==> config.mk <==
export PLATFORM = sky130hd
export DESIGN_NAME = viterbi_decode_param
export DESIGN_NICKNAME = d
export VERILOG_FILES = /design/src/rtl/viterbi_decode_param.sv
export SDC_FILE = /design/constraint.sdc
export NUM_CORES = 1
export LEC_CHECK = 0
export BUFFER_PORTS_ARGS = -buffer_cell sky130_fd_sc_hd__buf_2
export CORE_ASPECT_RATIO = 2
export CORE_MARGIN = 4
export CORE_UTILIZATION = 45
export DETAILED_ROUTE_END_ITERATION = 12
export PLACE_DENSITY_LB_ADDON = 0.15
export SYNTH_ARGS = -nofsm -noshare
export SYNTH_HDL_FRONTEND = slang
export SYNTH_SLANG_ARGS = --single-unit
==> constraint.sdc <==
create_clock -name clk -period 9.7 [get_ports clk]
set_input_delay 0 -clock clk [delete_from_list [all_inputs] [get_ports clk]]
set_output_delay 0 -clock clk [all_outputs]
set_load 0.03 [all_outputs]
==> src/rtl/viterbi_decode_param.sv <==
// Rate-1/2 hard-decision Viterbi decoder with per-bit erasures and register-exchange survivors.
// One symbol is consumed per accepting clock; the decoded bit emerges TB_DEPTH-1 symbols later.
module viterbi_decode_param #(
  parameter int             K        = 3,
  parameter logic [K-1:0]   G0       = 3'b111,
  parameter logic [K-1:0]   G1       = 3'b101,
  parameter int             TB_DEPTH = 15,
  parameter int             METRIC_W = 6
) (
  input  logic       clk,
  input  logic       rst,
  input  logic [1:0] data_in,
  input  logic [1:0] in_era,
  input  logic       in_valid,
  input  logic       in_sof,
  output logic       data_out,
  output logic       out_valid
);

  localparam int NS = 1 << (K - 1);
  localparam int CW = $clog2(TB_DEPTH + 1);
  localparam logic [METRIC_W-1:0] PM_MAX  = {METRIC_W{1'b1}};
  localparam logic [METRIC_W-1:0] PM_INIT = {1'b1, {(METRIC_W-1){1'b0}}};
  localparam logic [CW-1:0]       CNT_MAX = CW'(TB_DEPTH);

  logic [METRIC_W-1:0] r_pm   [NS];
  logic [TB_DEPTH-1:0] r_surv [NS];
  logic [CW-1:0]       r_cnt;
  logic                r_data_out;
  logic                r_out_valid;

  logic [METRIC_W-1:0] w_pm_old   [NS];
  logic [TB_DEPTH-1:0] w_surv_old [NS];
  logic [METRIC_W-1:0] w_pm_acs   [NS];
  logic [METRIC_W-1:0] w_pm_new   [NS];
  logic [TB_DEPTH-1:0] w_surv_new [NS];
  logic [METRIC_W-1:0] w_pm_min;
  logic [K-2:0]        w_best;
  logic [K-2:0]        w_n;
  logic [K-2:0]        w_p0;
  logic [K-2:0]        w_p1;
  logic [METRIC_W-1:0] w_m0;
  logic [METRIC_W-1:0] w_m1;
  logic [CW-1:0]       w_cnt_next;

  // Hamming distance to the branch label; erased bits never count as errors.
  function automatic logic [1:0] bm_calc(input logic [K-1:0] enc, input logic [1:0] sym,
                                         input logic [1:0] era);
    logic c0;
    logic c1;
    c0 = ^(G0 & enc);
    c1 = ^(G1 & enc);
    return {1'b0, (!era[1] && (sym[1] != c0))} + {1'b0, (!era[0] && (sym[0] != c1))};
  endfunction

  function automatic logic [METRIC_W-1:0] sat_add(input logic [METRIC_W-1:0] a,
                                                  input logic [1:0] b);
    logic [METRIC_W:0] s;
    s = {1'b0, a} + {{(METRIC_W-1){1'b0}}, b};
    if (s > {1'b0, PM_MAX}) begin
      return PM_MAX;
    end else begin
      return s[METRIC_W-1:0];
    end
  endfunction

  // Start of frame replaces stored history with the known-zero starting state.
  always_comb begin
    for (int s = 0; s < NS; s++) begin
      if (in_sof) begin
        w_pm_old[s]   = (s == 0) ? {METRIC_W{1'b0}} : PM_INIT;
        w_surv_old[s] = {TB_DEPTH{1'b0}};
      end else begin
        w_pm_old[s]   = r_pm[s];
        w_surv_old[s] = r_surv[s];
      end
    end
  end

  // Add-compare-select, then best-state search and normalisation.
  always_comb begin
    w_n  = {(K-1){1'b0}};
    w_p0 = {(K-1){1'b0}};
    w_p1 = {(K-1){1'b0}};
    w_m0 = {METRIC_W{1'b0}};
    w_m1 = {METRIC_W{1'b0}};
    for (int n = 0; n < NS; n++) begin
      w_n  = (K-1)'(n);
      w_p0 = {w_n[K-3:0], 1'b0};
      w_p1 = {w_n[K-3:0], 1'b1};
      w_m0 = sat_add(w_pm_old[w_p0], bm_calc({w_n[K-2], w_p0}, data_in, in_era));
      w_m1 = sat_add(w_pm_old[w_p1], bm_calc({w_n[K-2], w_p1}, data_in, in_era));
      // Strict compare: a tie keeps the predecessor whose appended bit is 0.
      if (w_m1 < w_m0) begin
        w_pm_acs[n]   = w_m1;
        w_surv_new[n] = (w_surv_old[w_p1] << 1) | {{(TB_DEPTH-1){1'b0}}, w_n[K-2]};
      end else begin
        w_pm_acs[n]   = w_m0;
        w_surv_new[n] = (w_surv_old[w_p0] << 1) | {{(TB_DEPTH-1){1'b0}}, w_n[K-2]};
      end
    end
    w_pm_min = w_pm_acs[0];
    w_best   = {(K-1){1'b0}};
    for (int n = 1; n < NS; n++) begin
      w_best   = (w_pm_acs[n] < w_pm_min) ? (K-1)'(n) : w_best;
      w_pm_min = (w_pm_acs[n] < w_pm_min) ? w_pm_acs[n] : w_pm_min;
    end
    for (int n = 0; n < NS; n++) begin
      w_pm_new[n] = w_pm_acs[n] - w_pm_min;
    end
  end

  // Accepted-symbol counter saturates at TB_DEPTH; start of frame counts as the first symbol.
  always_comb begin
    if (in_sof) begin
      w_cnt_next = {{(CW-1){1'b0}}, 1'b1};
    end else if (r_cnt >= CNT_MAX) begin
      w_cnt_next = CNT_MAX;
    end else begin
      w_cnt_next = r_cnt + 1'b1;
    end
  end

  // Metric, survivor, counter and output registers; idle cycles hold everything but out_valid.
  always_ff @(posedge clk) begin
    if (rst) begin
      for (int s = 0; s < NS; s++) begin
        r_pm[s]   <= (s == 0) ? {METRIC_W{1'b0}} : PM_INIT;
        r_surv[s] <= {TB_DEPTH{1'b0}};
      end
      r_cnt       <= {CW{1'b0}};
      r_data_out  <= 1'b0;
      r_out_valid <= 1'b0;
    end else if (in_valid) begin
      for (int s = 0; s < NS; s++) begin
        r_pm[s]   <= w_pm_new[s];
        r_surv[s] <= w_surv_new[s];
      end
      r_cnt       <= w_cnt_next;
      r_data_out  <= w_surv_new[w_best][TB_DEPTH-1];
      r_out_valid <= (w_cnt_next == CNT_MAX);
    end else begin
      r_out_valid <= 1'b0;
    end
  end

  assign data_out  = r_data_out;
  assign out_valid = r_out_valid;

endmodule

Word-level counts from Yosys, hierarchy flattened:

Memory sizes are Yosys's and may differ from the RTL's.
Index checks and enable logic that the tools add are counted.

* $add $sub $neg: 17
* $mul: 0
* div/mod/pow operators: 0
* magnitude comparators: 17
* equality and inequality tests: 1
* shift operators: 0
* mux-type cells: 48
* bitwise logic cells: 12
* reductions and logical operators: 7

Operators by type and width (number)
* $mux 15: 10
* $mux 6: 23
* $add 6x2->7: 8
* $gt 7x6->1 const B: 8
* $mux 14: 4
* $lt 6x6->1: 7
* $bmux 15 s2: 1
* $sub 6x6->6: 4
* $add 1x1->2: 4
* $mux 4: 2
* $or 1x1->1: 8
* $mux 1: 6
* $add 4x1->4 const B: 1
* $eq 4x4->1 const B: 1
* $ge 4x4->1 const B: 1
* $logic_and 1x1->1: 4
* $mux 2: 2
* $ge 3x3->1 const B: 1
* $not 1->1: 3
* $not 2->3: 1
* $logic_not 1->1: 2
* $reduce_or 2->1: 1

* register bits: 6
* latch bits: 0
* bits in writable memories: 84
* memory bits (read-only): 0
* input port bits: 8
* output and inout bits: 2
* memories: 2

Memories
* r_surv: depth 4, bits a word 15, read ports 4, clocked after memory_dff 0, wr ports 4, line 27 `logic [TB_DEPTH-1:0] r_surv [NS];`
* r_pm: depth 4, bits a word 6, read ports 4, clocked after memory_dff 0, wr ports 4, line 26 `logic [METRIC_W-1:0] r_pm [NS];`

Logic depth before layout (Yosys ltp):

* depth after elaboration: 18
* mapped depth: 51
* depth with buffers taken out: 46

Least setup slack after synthesis:

Ideal clock, no wire load.

* path type: input port to flip-flop
* start: input port in_sof
* end: memory r_pm[1][3], data pin
* library setup time: 265 ps
* data arrival time: 9332 ps
* required time: 9435 ps
* slack: 102 ps
* stages on the path: 46
* buffers on the path: 6
* cell sequence: buf_4 > buf_2 > buf_2 > buf_1 > nor2b_1 > ha_1 > inv_1 > fa_1 > nor2b_1 > nand2_1 > and2_1 > ha_1 > o21a_1 > o22a_1 > maj3_2 > nand3_1 > nand2_1 > o21ai_0 > [10 not listed] > a31o_2 > buf_6 > mux2_2 > ha_1 > a21boi_0 > a2bb2oi_1 > mux2i_4 > a311oi_4 > nor3_4 > buf_2 > mux2i_1 > ha_1 > inv_1 > o31ai_1 > a221o_1 > a21boi_0 > xnor2_1 > nor2_1

RTL lines
* start, declared: line 15 `input logic in_sof,`
* end, declared: line 26

==> results by group <==
Status
  – Status: finished clean

Clock tree
  – Clock Pin Slew Worst Setup and Hold Paths: 0.07 ns
  – Root buffer cell: clkbuf_16
  – Clock Latency Late Sink: 0.34 ns
  – Number of CTS-inserted buffers: 9
  – # clock sinks: 82
  – CTS tree: yes
  – Clock H-tree levels: 3
  – Worst-case clock buffer depth: 2

Cells and area
  – Share of cells above drive strength 1: 13.8%
  – Nets: 992
  – P&R area growth vs syn: 11.7%
  – Layout Utilization: 51.7%
  – Ant diodes: 0
  – Final-layout fill cell count: 1630
  – Multi-input gate area: 5130 µm²
  – Register area: 2390 µm²

Critical path
  – Cell mode on critical path: ha_1
  – R2R Path End: r_pm[2][5]
  – Startpoint types: flip-flop
  – Crit. End Element: flip-flop
  – R2R Setup Slk: 0.45 ns
  – CP Max Fanout: 6
  – Max stage delay on crit path: 0.53 ns
  – WP data required: 9.80 ns
  – R2R depth: 40
  – WS Path Type: flip-flop to flip-flop
  – Critical path data arrival time: 9.35 ns
  – Crit-path slowest cell: or4_1
  – R2R Path Start: r_pm[3][0]

Drt
  – DRC: 0
  – Total number of vias: 6745
  – Detail Route Antenna Nets: 0
  – Detailed Route WL: 22400 µm
  – Avg Vias per Cell: 5.94
  – Starting DRT DRC Count: 337
  – DR pass1 iterations: 5
  – Drt wl/cell: 19.7 µm

Flow run
  – # Max-Cap Violations: 0

Global routing
  – Remaining global-route overflow: 0
  – Initial antenna violation count: 0
  – Pin count of the biggest net entering global routing: 77
  – Number of global-route vias before repair: 6865
  – First-pass GRT wire length: 35600 µm
  – GR Util All Layers: 23.3%

Logic synthesis
  – Ys async rst share: 0%
  – Synth unique cells: 88
  – Most area-consuming cells after synthesis: edfxtp_1, ha_1, mux2i_1, nor2_1, nand2_1
  – Post-synth top flop: edfxtp_1
  – #FFs+latches synth: 82
  – Post-synth EDFFs: 75
  – Synthesized area per cell: 8.77 µm²
  – Synth top cells by count: nor2_1, nand2_1, edfxtp_1, a21oi_1, inv_1
  – Post-synth top area cell: edfxtp_1
  – Seq/Total Area, Yosys: 30.7%
  – YS warnings: 0
  – Share of the synthesized area in the top cell type: 28.9%
  – Cell area after synthesis: 7790 µm²
  – Post-synthesis cell count: 889
  – Synth Net Count: 957
  – Count leader, synth: nor2_1

Timing
  – Final hold slack: 0.220 ns
  – Final max-slew violation count: 0
  – TNS Setup: 0 ns
  – Final Cycle Share: 95.4%
  – Final hold violations: 0
  – Worst-Margin Slew: 1.05 ns
  – Fin crit period: 9.25 ns
  – Clk_skew: 0.00699 ns
  – # setup viols final: 0
  – Fmax: 108 MHz
  – Worst slew margin: 30.2%

Floorplanning
  – Die Y: 194 µm
  – Core footprint: 16800 µm²
  – Starting Density: 46.2%
  – Die area: 19600 µm²
  – Row cnt: 67
  – I/O pins: 10
  – Die X: 101 µm

Hold path
  – Hold Crit Depth: 4
  – Hold EP: r_cnt[1]
  – Min-delay worst type: input pin to flip-flop
  – Hold path startpoint: in_sof

Placed design
  – Global placement routability congestion: 0.975
  – Half-perimeter wire length after placement: 17800 µm
  – Port bufs: 9
==> final cells by class <==
class / instances / share of cell area, %
clock inverters: 6 / 0.776
repair buffers: 58 / 4.87
well taps: 207 / 2.97
multi-input cells: 719 / 58.9
inverters: 54 / 2.33
clock buffers: 10 / 2.63
flip-flops and latches: 82 / 27.5
==> cell usage in the layout, fill, tap and decap left out, types with 16 or more instances in the layout <==
cell type	Yosys	final
xnor2_1	30	30
buf_4	1	45
ha_1	52	52
a21oi_1	62	58
inv_1	53	53
mux2i_1	52	51
edfxtp_1	75	75
nand2b_1	16	16
nand2_1	84	84
nor3_1	24	22
nor2_1	117	117
o21ai_0	25	22
==> kinds of logic after synthesis <==
logic type | synth area share, %
buffers and inverters | 4.51
flip-flops | 30.7
multiplexers | 9.36
AO/OA/AOI/OAI | 20.0
adder cells (fa/ha/maj) | 10.8
AND/OR/NAND/NOR | 19.9
XOR/XNOR | 4.72
==> sequential cells by signal, summed over array words and instances (netlist names) <==
register	cells
r_cnt	4
out_valid	1
data_out	1
r_pm	24
r_surv	52
==> metal layers <==
layer / part of all wire [%] / vias to the layer above / track usage [%]
met5: 0 / - / 0
met4: 7.5 / 0 / 15.8
met3: 1.8 / 71 / 2.23
met2: 56 / 132 / 44.0
met1: 35 / 3228 / 22.8
li1: - / 3314 / -
==> what timing repair did <==
| action | in CTS | in global routing |
|---|---|---|
| setup buffers | 0 | 6 |
| endpoints found under the setup margin | 6 | 20 |
| gates resized for setup | 1 | 21 |
| hold endpoints to repair | 5 | 0 |
| hold buffers | 3 | 0 |
| pin swaps | 0 | 5 |
==> stage by stage <==
step                area, µm²  setup WS [ns]  instances
global route             8710        -0.0105       1136
CTS                      8590         0.0643       1130
floorplan                7790          0.102        889
detailed placement       8250         -0.190       1111
global placement         8250         -0.119       1111
finish                   8710          0.449       1136
==> critical path: cells and delay by family (launching register included) <==
kind	cells	cell delay, ns
AOI/OAI and AO/OA	17	3.34
adders and majority gates	7	2.10
and+or+nand+nor	7	1.46
muxes	4	1.11
buffers and inverters	5	0.67
DFF	1	0.31
==> how the worst max path moves through the flow <==
stage | start | endpoint | slack [ns] | cells after the start
6_report | r_pm[3][0] | r_pm[2][5] | 0.45 | 40
5_1_grt | r_pm[1][0] | r_pm[2][5] | -0.01 | 40
3_3_place_gp | in_era[1] | r_pm[0][5] | -0.12 | 40
3_5_place_dp | in_era[1] | r_pm[0][5] | -0.19 | 40
2_1_floorplan | in_sof | r_pm[1][3] | 0.10 | 46
4_1_cts | r_pm[2][0] | r_pm[0][5] | 0.06 | 42
Power is not shown: default switching activity piles up to over one toggle a cycle in this logic, so the estimate is an artifact.
